--- src/rtl/mips_ctrl_pkg.sv ---
// Shared constants for the multicycle MIPS control unit: state encodings,
// opcode/funct values, ALU operation classes and ALU function codes.
package mips_ctrl_pkg;

  localparam int unsigned STATE_W  = 4;
  localparam int unsigned OP_W     = 6;
  localparam int unsigned FUNCT_W  = 6;
  localparam int unsigned ALUOP_W  = 2;
  localparam int unsigned ALUCTL_W = 3;

  typedef enum logic [STATE_W-1:0] {
    S_FETCH    = 4'd0,
    S_DECODE   = 4'd1,
    S_MEMADR   = 4'd2,
    S_MEMREAD  = 4'd3,
    S_MEMWB    = 4'd4,
    S_MEMWRITE = 4'd5,
    S_EXECUTE  = 4'd6,
    S_ALUWB    = 4'd7,
    S_BRANCH   = 4'd8,
    S_ADDIEX   = 4'd9,
    S_ADDIWB   = 4'd10,
    S_JUMP     = 4'd11
  } state_t;

  localparam logic [OP_W-1:0] OP_RTYPE = 6'b000000;
  localparam logic [OP_W-1:0] OP_LW    = 6'b100011;
  localparam logic [OP_W-1:0] OP_SW    = 6'b101011;
  localparam logic [OP_W-1:0] OP_BEQ   = 6'b000100;
  localparam logic [OP_W-1:0] OP_ADDI  = 6'b001000;
  localparam logic [OP_W-1:0] OP_J     = 6'b000010;

  localparam logic [FUNCT_W-1:0] FN_ADD = 6'b100000;
  localparam logic [FUNCT_W-1:0] FN_SUB = 6'b100010;
  localparam logic [FUNCT_W-1:0] FN_AND = 6'b100100;
  localparam logic [FUNCT_W-1:0] FN_OR  = 6'b100101;
  localparam logic [FUNCT_W-1:0] FN_SLT = 6'b101010;

  localparam logic [ALUOP_W-1:0] ALUOP_ADD   = 2'b00;
  localparam logic [ALUOP_W-1:0] ALUOP_SUB   = 2'b01;
  localparam logic [ALUOP_W-1:0] ALUOP_FUNCT = 2'b10;

  localparam logic [ALUCTL_W-1:0] ALU_AND = 3'b000;
  localparam logic [ALUCTL_W-1:0] ALU_OR  = 3'b001;
  localparam logic [ALUCTL_W-1:0] ALU_ADD = 3'b010;
  localparam logic [ALUCTL_W-1:0] ALU_SUB = 3'b110;
  localparam logic [ALUCTL_W-1:0] ALU_SLT = 3'b111;

endpackage

--- src/rtl/alu_decoder.sv ---
// Maps the FSM's ALU operation class plus the R-type funct field to the
// ALU function code. Purely combinational.
module alu_decoder
  import mips_ctrl_pkg::*;
(
  input  logic [ALUOP_W-1:0]  aluop,
  input  logic [FUNCT_W-1:0]  funct,
  output logic [ALUCTL_W-1:0] alucontrol
);

  always_comb begin
    alucontrol = ALU_ADD;
    case (aluop)
      ALUOP_SUB: alucontrol = ALU_SUB;
      ALUOP_FUNCT: begin
        case (funct)
          FN_ADD:  alucontrol = ALU_ADD;
          FN_SUB:  alucontrol = ALU_SUB;
          FN_AND:  alucontrol = ALU_AND;
          FN_OR:   alucontrol = ALU_OR;
          FN_SLT:  alucontrol = ALU_SLT;
          default: alucontrol = ALU_ADD;
        endcase
      end
      default: alucontrol = ALU_ADD;
    endcase
  end

endmodule

--- src/rtl/mips_multicycle_controller.sv ---
// Moore control FSM for the multicycle MIPS datapath: sequences each
// instruction and drives all mux selects, write enables and the ALU code.
module mips_multicycle_controller
  import mips_ctrl_pkg::*;
(
  input  logic                clk,
  input  logic                reset,
  input  logic [OP_W-1:0]     op,
  input  logic [FUNCT_W-1:0]  funct,
  input  logic                zero,
  output logic                memwrite,
  output logic                irwrite,
  output logic                iord,
  output logic                regdst,
  output logic                memtoreg,
  output logic                regwrite,
  output logic                alusrca,
  output logic [1:0]          alusrcb,
  output logic [1:0]          pcsrc,
  output logic [ALUCTL_W-1:0] alucontrol,
  output logic                pcen,
  output logic [STATE_W-1:0]  state
);

  state_t               state_q;
  state_t               state_d;
  logic [ALUOP_W-1:0]   aluop;
  logic                 pcwrite;
  logic                 branch;

  // State register; reset low forces FETCH immediately.
  always_ff @(posedge clk or negedge reset) begin
    if (!reset) state_q <= S_FETCH;
    else        state_q <= state_d;
  end

  always_comb begin
    state_d = S_FETCH;
    case (state_q)
      S_FETCH: state_d = S_DECODE;
      S_DECODE: begin
        case (op)
          OP_LW, OP_SW: state_d = S_MEMADR;
          OP_RTYPE:     state_d = S_EXECUTE;
          OP_BEQ:       state_d = S_BRANCH;
          OP_ADDI:      state_d = S_ADDIEX;
          OP_J:         state_d = S_JUMP;
          default:      state_d = S_FETCH;
        endcase
      end
      S_MEMADR:  state_d = (op == OP_LW) ? S_MEMREAD : S_MEMWRITE;
      S_MEMREAD: state_d = S_MEMWB;
      S_EXECUTE: state_d = S_ALUWB;
      S_ADDIEX:  state_d = S_ADDIWB;
      default:   state_d = S_FETCH;
    endcase
  end

  // Output decode; pcen is the only term that also depends on zero.
  always_comb begin
    memwrite = 1'b0;
    irwrite  = 1'b0;
    iord     = 1'b0;
    regdst   = 1'b0;
    memtoreg = 1'b0;
    regwrite = 1'b0;
    alusrca  = 1'b0;
    alusrcb  = 2'b00;
    pcsrc    = 2'b00;
    aluop    = ALUOP_ADD;
    pcwrite  = 1'b0;
    branch   = 1'b0;
    case (state_q)
      S_FETCH: begin
        irwrite = 1'b1;
        pcwrite = 1'b1;
        alusrcb = 2'b01;
      end
      S_DECODE: alusrcb = 2'b11;
      S_MEMADR, S_ADDIEX: begin
        alusrca = 1'b1;
        alusrcb = 2'b10;
      end
      S_MEMREAD: iord = 1'b1;
      S_MEMWB: begin
        memtoreg = 1'b1;
        regwrite = 1'b1;
      end
      S_MEMWRITE: begin
        iord     = 1'b1;
        memwrite = 1'b1;
      end
      S_EXECUTE: begin
        alusrca = 1'b1;
        aluop   = ALUOP_FUNCT;
      end
      S_ALUWB: begin
        regdst   = 1'b1;
        regwrite = 1'b1;
      end
      S_BRANCH: begin
        alusrca = 1'b1;
        aluop   = ALUOP_SUB;
        pcsrc   = 2'b01;
        branch  = 1'b1;
      end
      S_ADDIWB: regwrite = 1'b1;
      S_JUMP: begin
        pcsrc   = 2'b10;
        pcwrite = 1'b1;
      end
      default: ;
    endcase
    pcen = pcwrite | (branch & zero);
  end

  assign state = STATE_W'(state_q);

  alu_decoder u_alu_decoder (
    .aluop      (aluop),
    .funct      (funct),
    .alucontrol (alucontrol)
  );

endmodule

--- config.mk ---
export PLATFORM = sky130hd
export DESIGN_NAME = mips_multicycle_controller
export DESIGN_NICKNAME = d
export VERILOG_FILES = /design/src/rtl/mips_ctrl_pkg.sv /design/src/rtl/alu_decoder.sv /design/src/rtl/mips_multicycle_controller.sv
export SDC_FILE = /design/constraint.sdc
export NUM_CORES = 1
export LEC_CHECK = 0
export BUFFER_PORTS_ARGS = -buffer_cell sky130_fd_sc_hd__buf_4
export CAP_MARGIN = 15
export CORE_AREA = 2 2 39 41
export CTS_CLUSTER_SIZE = 20
export DETAILED_ROUTE_END_ITERATION = 12
export DIE_AREA = 0 0 41 43
export PLACE_DENSITY = 0.75
export SLEW_MARGIN = 20
export SYNTH_ARGS = -nofsm -noshare
export SYNTH_HDL_FRONTEND = slang
export SYNTH_SLANG_ARGS = --single-unit
--- constraint.sdc ---
create_clock -name clk -period 2.4 [get_ports clk]
set_input_delay 0.12 -clock clk [delete_from_list [all_inputs] [get_ports clk]]
set_output_delay 0.12 -clock clk [all_outputs]
set_load 0.01 [all_outputs]
## After elaboration in Yosys (flattened, before gate mapping)

Index checks and enable logic that the tools add are counted.
Widths: inputs -> output; s select.

- Register bits after elaboration: 4
- Word-level logic and storage cells: 50

- Equality and inequality tests: 22
- Mux-type cells: 17
- Bitwise operators: 2
- Reductions and logical operators: 8

Operators by type and width:

| kind | count |
|---|---|
| $eq 6x6->1 const B | 6 |
| $pmux 4 s6 | 1 |
| $pmux 4 s5 | 1 |
| $eq 4x3->1 const B | 4 |
| $eq 4x4->1 const B | 4 |
| $pmux 3 s4 | 1 |
| $mux 1 | 9 |
| $eq 4x2->1 const B | 2 |
| $pmux 2 s2 | 2 |
| $reduce_or 2->1 | 4 |
| $eq 6x2->1 const B | 1 |
| $eq 6x3->1 const B | 1 |
| $eq 6x4->1 const B | 1 |
| $logic_not 6->1 | 1 |
| $pmux 2 s3 | 1 |
| $pmux 3 s2 | 1 |
| $eq 4x1->1 const B | 1 |
| $logic_not 4->1 | 1 |
| $reduce_or 4->1 | 1 |
| $mux 3 | 1 |
| $reduce_or 3->1 | 1 |
| $eq 2x1->1 const B | 1 |
| $eq 2x2->1 const B | 1 |
| $and 1x1->1 | 1 |
| $or 1x1->1 | 1 |

## Longest topological paths before layout

- Depth in word-level cells: 4
- Mapped depth: 8
- Gate-level depth less buffers: 7

## Hierarchy

A second synthesis with hierarchy kept.

- Cell total of the unflattened synthesis: 73
- Area total of the unflattened synthesis: 600.6 sq um

By module, submodules not included:

| module | instances | cells each | area an instance (sq um) |
|---|---|---|---|
| mips_multicycle_controller | 1 | 58 | 481.7 |
| alu_decoder | 1 | 15 | 118.9 |

## Worst setup path after synthesis

OpenSTA, ideal clock, no wires.

- Path type: reg2out
- From: reg state_q[3] (netlist: state[3])
- To: out alucontrol[0]
- Arrival: 1.835 ns
- Data required time: 2.280 ns
- Setup slack: 0.445 ns
- Stages on the path, launching flop included: 9
- Cell sequence: dfrtp_1 > clkbuf_1 > nand2b_1 > or3_1 > inv_1 > ha_1 > nand2_1 > nor4_1 > a32o_1

- Cells in the longest elaborated chain, start to end: 4
- Elaborated cells on any way between the ends: 6

RTL lines:

| item | RTL line | text |
|---|---|---|
| from (decl) | mips_multicycle_controller.sv:25 | `state_t state_q;` |
| from (signal assigned) | mips_multicycle_controller.sv:34 | `else state_q <= state_d;` |
| $eq 4x4->1 or $eq 4x3->1 (tied branches) | mips_multicycle_controller.sv:73 | `case (state_q)` |
| $pmux 2 s2 * | mips_multicycle_controller.sv:73 |  |
| $eq 2x2->1 or $eq 2x1->1 (tied branches) | alu_decoder.sv:13 | `case (aluop)` |
| $pmux 3 s2 * | alu_decoder.sv:13 |  |
| to (decl) | mips_multicycle_controller.sv:20 | `output logic [ALUCTL_W-1:0] alucontrol,` |

Every way passes the cells marked *; elsewhere a longest branch is shown, timed or not.

## Worst setup path after layout

Same ends and word-level chain as after synthesis.

==> metrics.md <==
| Metric | Value |
|---|---|
| Worst-Skew Late Latency | 240 ps |
| Fraction of power consumed by the clock network | 0.148 |
| Num CTS Buffers | 3 |
| Sink Count | 4 |
| Delay-heaviest family, CP | simple AND/OR/NAND/NOR gates |
| DRC Markers | 0 |
| Starting DRT DRC Count | 7 |
| Initial antenna violation count | 0 |
| Reg power frac | 0.183 |
| Cell Area, Synth | about 520 um2 |
| Clock Path Buffers | 2 |
| Largest net degree at the start of global routing | 17 |
| Ranking of synthesized cells by area | dfrtp_1, nor3_1, nor2_1, ha_1, nand2b_1 |
| Critical-path cell list | nand2b_1, or3_1, inv_1, ha_1, nand2_1, nor4_4, a32o_1, buf_4 |
| Fin crit period | around 2200 ps |
| Cell taking the most area after synthesis | dfrtp_1 |
| H-tree depth | 1 |
| Yosys cell types | 34 |
| Area growth, synth to finish | 63.0% |
| DRT Wirelength | ~1700 um |
| Syn_area_per_cell | a little over 7 um2 |
| PwrDens | between 600 and 700 mW/mm2 |
| Synth Net Count | 88 |
| Post-CTS setup buffer count | 0 |
| Kind of end point of the critical path | output port |
| CP Launch Type | flip-flop |
| Post-synth EDFFs | 0 |
| CP max stage delay | 460 ps |
| Area of the multi-input gates | a little under 400 um2 |
| Ports | 34 |
| Static Leak | 0.416 nW |
| Layout Nets | roughly 130 |
| Clock Skews | roughly 8.1 ps |
| DP Wirelength | between 1000 and 1500 um |
| Port Buffers | 33 |
| Filler cell count | 134 |
| Core area | 0.00138 mm2 |
| Max-cap viol count | 0 |
| Final Hold Fails | 0 |
| Row cnt | 14 |
| Number of global-route vias before repair | 608 |
| Sequential share of the synthesized area | 0.194 |
| Worst-path fanout max | 11 |
| Routability cong. | roughly 0.83 |
| Worst path slowest cell | dfrtp_2 |
| Top-area cell type share of the netlist area | 0.194 |
| WL/cell | 13.5 um |
| Share of cells above drive strength 1 | 0.421 |
| Grt total ovfl | 0 |
| Root Driver | clkbuf_4 |
| Starting Density | 0.373 |
| Max reg flops | 4 |
| Power Internal | approximately 0.32 mW |
| Fin crit share | 0.922 |
| Reg area | 103 um2 |
| Setup TNS | 0 ps |
| Max Slew Vio Count | 0 |
| Via count | 656 |
| Via/cell ratio | roughly 5.3 |
| Final Setup Violations | 0 |
| Die W | around 40 um |
| VDD IR max | ~0.38 mV |
| Layout Utilization | 0.608 |
| Max transition margin | 0.728 |
| Arr. time, crit path | 2090 ps |
| Synth warn | 0 |
| Req. time, crit path | 2280 ps |
| Antenna cell count | 0 |
| Die H | ~43 um |
| DIE AREA | roughly 0.0018 mm2 |
| Outcome | complete, no violations |
| Switch share | 0.432 |
| GRT Total Usage | 0.192 |
| Slew @ Worst Pin | 405 ps |
| HP Class | input pin to async pin |
| Main synth FF type | dfrtp_1 |
| Logic pwr share | 0.669 |
| Place WS | between 300 and 400 ps |
| TritonCTS clock tree | done |
| Clk slew on worst S/H paths | ~40 ps |
| Async S/R FF share, synth | 1.00 |
| Switch Pwr | around 0.24 mW |
| Pre-Repair DR Iteration Count | 4 |
| Synth Register Bits | 4 |
| CP bufs+invs | 2 |
| Post-Synthesis Cells | between 70 and 80 |
| First-pass GRT wire length | between 2000 and 2500 um |
| ANT nets after route | 0 |
| Worst setup margin | 187 ps |
| Crit path kind | flip-flop to output port |
| Fmax | approximately 0.45 GHz |
[worst register-to-register path, stage by stage (launching register included)]
cell	delay, ps
dfrtp_2	460
buf_4	180
or3_1	360
nor4_1	180
a211o_1	150
[cells in the mapped netlist (2+ instances only)]
master,n
and3_1,2
nor3_1,6
nor4_1,4
inv_1,4
a21oi_1,3
nor2_1,7
nand2b_1,4
nand2_1,2
nand3_1,2
ha_1,2
dfrtp_1,4
clkbuf_1,3
nand4_1,2
o21ai_0,3
xor2_1,2
or3_1,3
[layout by cell type (no fill, tap or decap), types with 2 or more instances in the layout]
cell type	count
buf_4	36
nor2_1	7
nor3_1	6
nand2b_1	4
inv_1	4
or3_1	3
o21ai_0	3
nor4_1	3
a21oi_1	3
clkbuf_4	3
nand2_1	2
nand4_1	2
xor2_1	2
nand3_1	2
and3_1	2
ha_1	2
dfrtp_1	2
dfrtp_2	2
[timing repair]
| item | 4_1_cts | 5_1_grt |
|---|---|---|
| endpoints found under the setup margin | 0 | 2 |
| hold buffers | 1 | 0 |
| endpoints found under the hold margin | 4 | 0 |
| resized for setup | 0 | 4 |
[power groups by stage]
stage	sequential (mW)	combinational (mW)	clock, mW
global placement	0.102	0.373	0
detailed placement	0.103	0.374	0
global route	0.106	0.407	0.0899
finish	0.104	0.379	0.0841
CTS	0.102	0.376	0.0853
floorplan	0.113	0.189	0
[worst paths after layout]
check                           depth (start not counted)  slack [ps]            end      from
worst max register to register                          4        1000       state[2]  state[2]
max in group asynchronous                               2        2060       state[3]     reset
min in group clk                                        3         230       state[3]     op[4]
worst min register to register                          2         700       state[0]  state[0]
worst max-delay path                                    8         190  alucontrol[0]  state[3]
worst min-delay path                                    2         220       state[2]     reset
[metrics by stage]
| step | hold slack (ps) | power, mW | cells | cell area [um2] |
|---|---|---|---|---|
| 6_report | 221 | 0.567 | 123 | 842 |
| 5_1_grt | 235 | 0.603 | 123 | 842 |
| 4_1_cts | 207 | 0.564 | 123 | 825 |
| 3_5_place_dp | -81.9 | 0.477 | 119 | 792 |
| 3_3_place_gp | -83.3 | 0.475 | 119 | 792 |
| 2_1_floorplan | -176 | 0.302 | 71 | 517 |
[cells by family after synthesis]
group,Yosys count,share of synthesized area
and+or+nand+nor,37,0.407
AOI/OAI and AO/OA,15,0.215
buffers and inverters,9,0.0654
DFF,4,0.194
xor gates and xnor gates,3,0.0509
adders and majority gates,2,0.0484
muxes,1,0.0194
[metal layers]
metal / up-vias / share of wire / global-route usage
met5: - / 0 / 0
met4: 0 / 0 / 0.0800
met3: 0 / 0.041 / 0.0157
met2: 18 / 0.59 / 0.347
met1: 300 / 0.37 / 0.208
li1: 338 / - / -
[cell type report]
cell class	count	share of cell area
clock buffer	3	0.0267
inverter	5	0.0223
tap	16	0.0238
multi-input combinational	58	0.473
sequential	4	0.122
timing repair buffer	37	0.333
(Power assumes the default switching activity.)
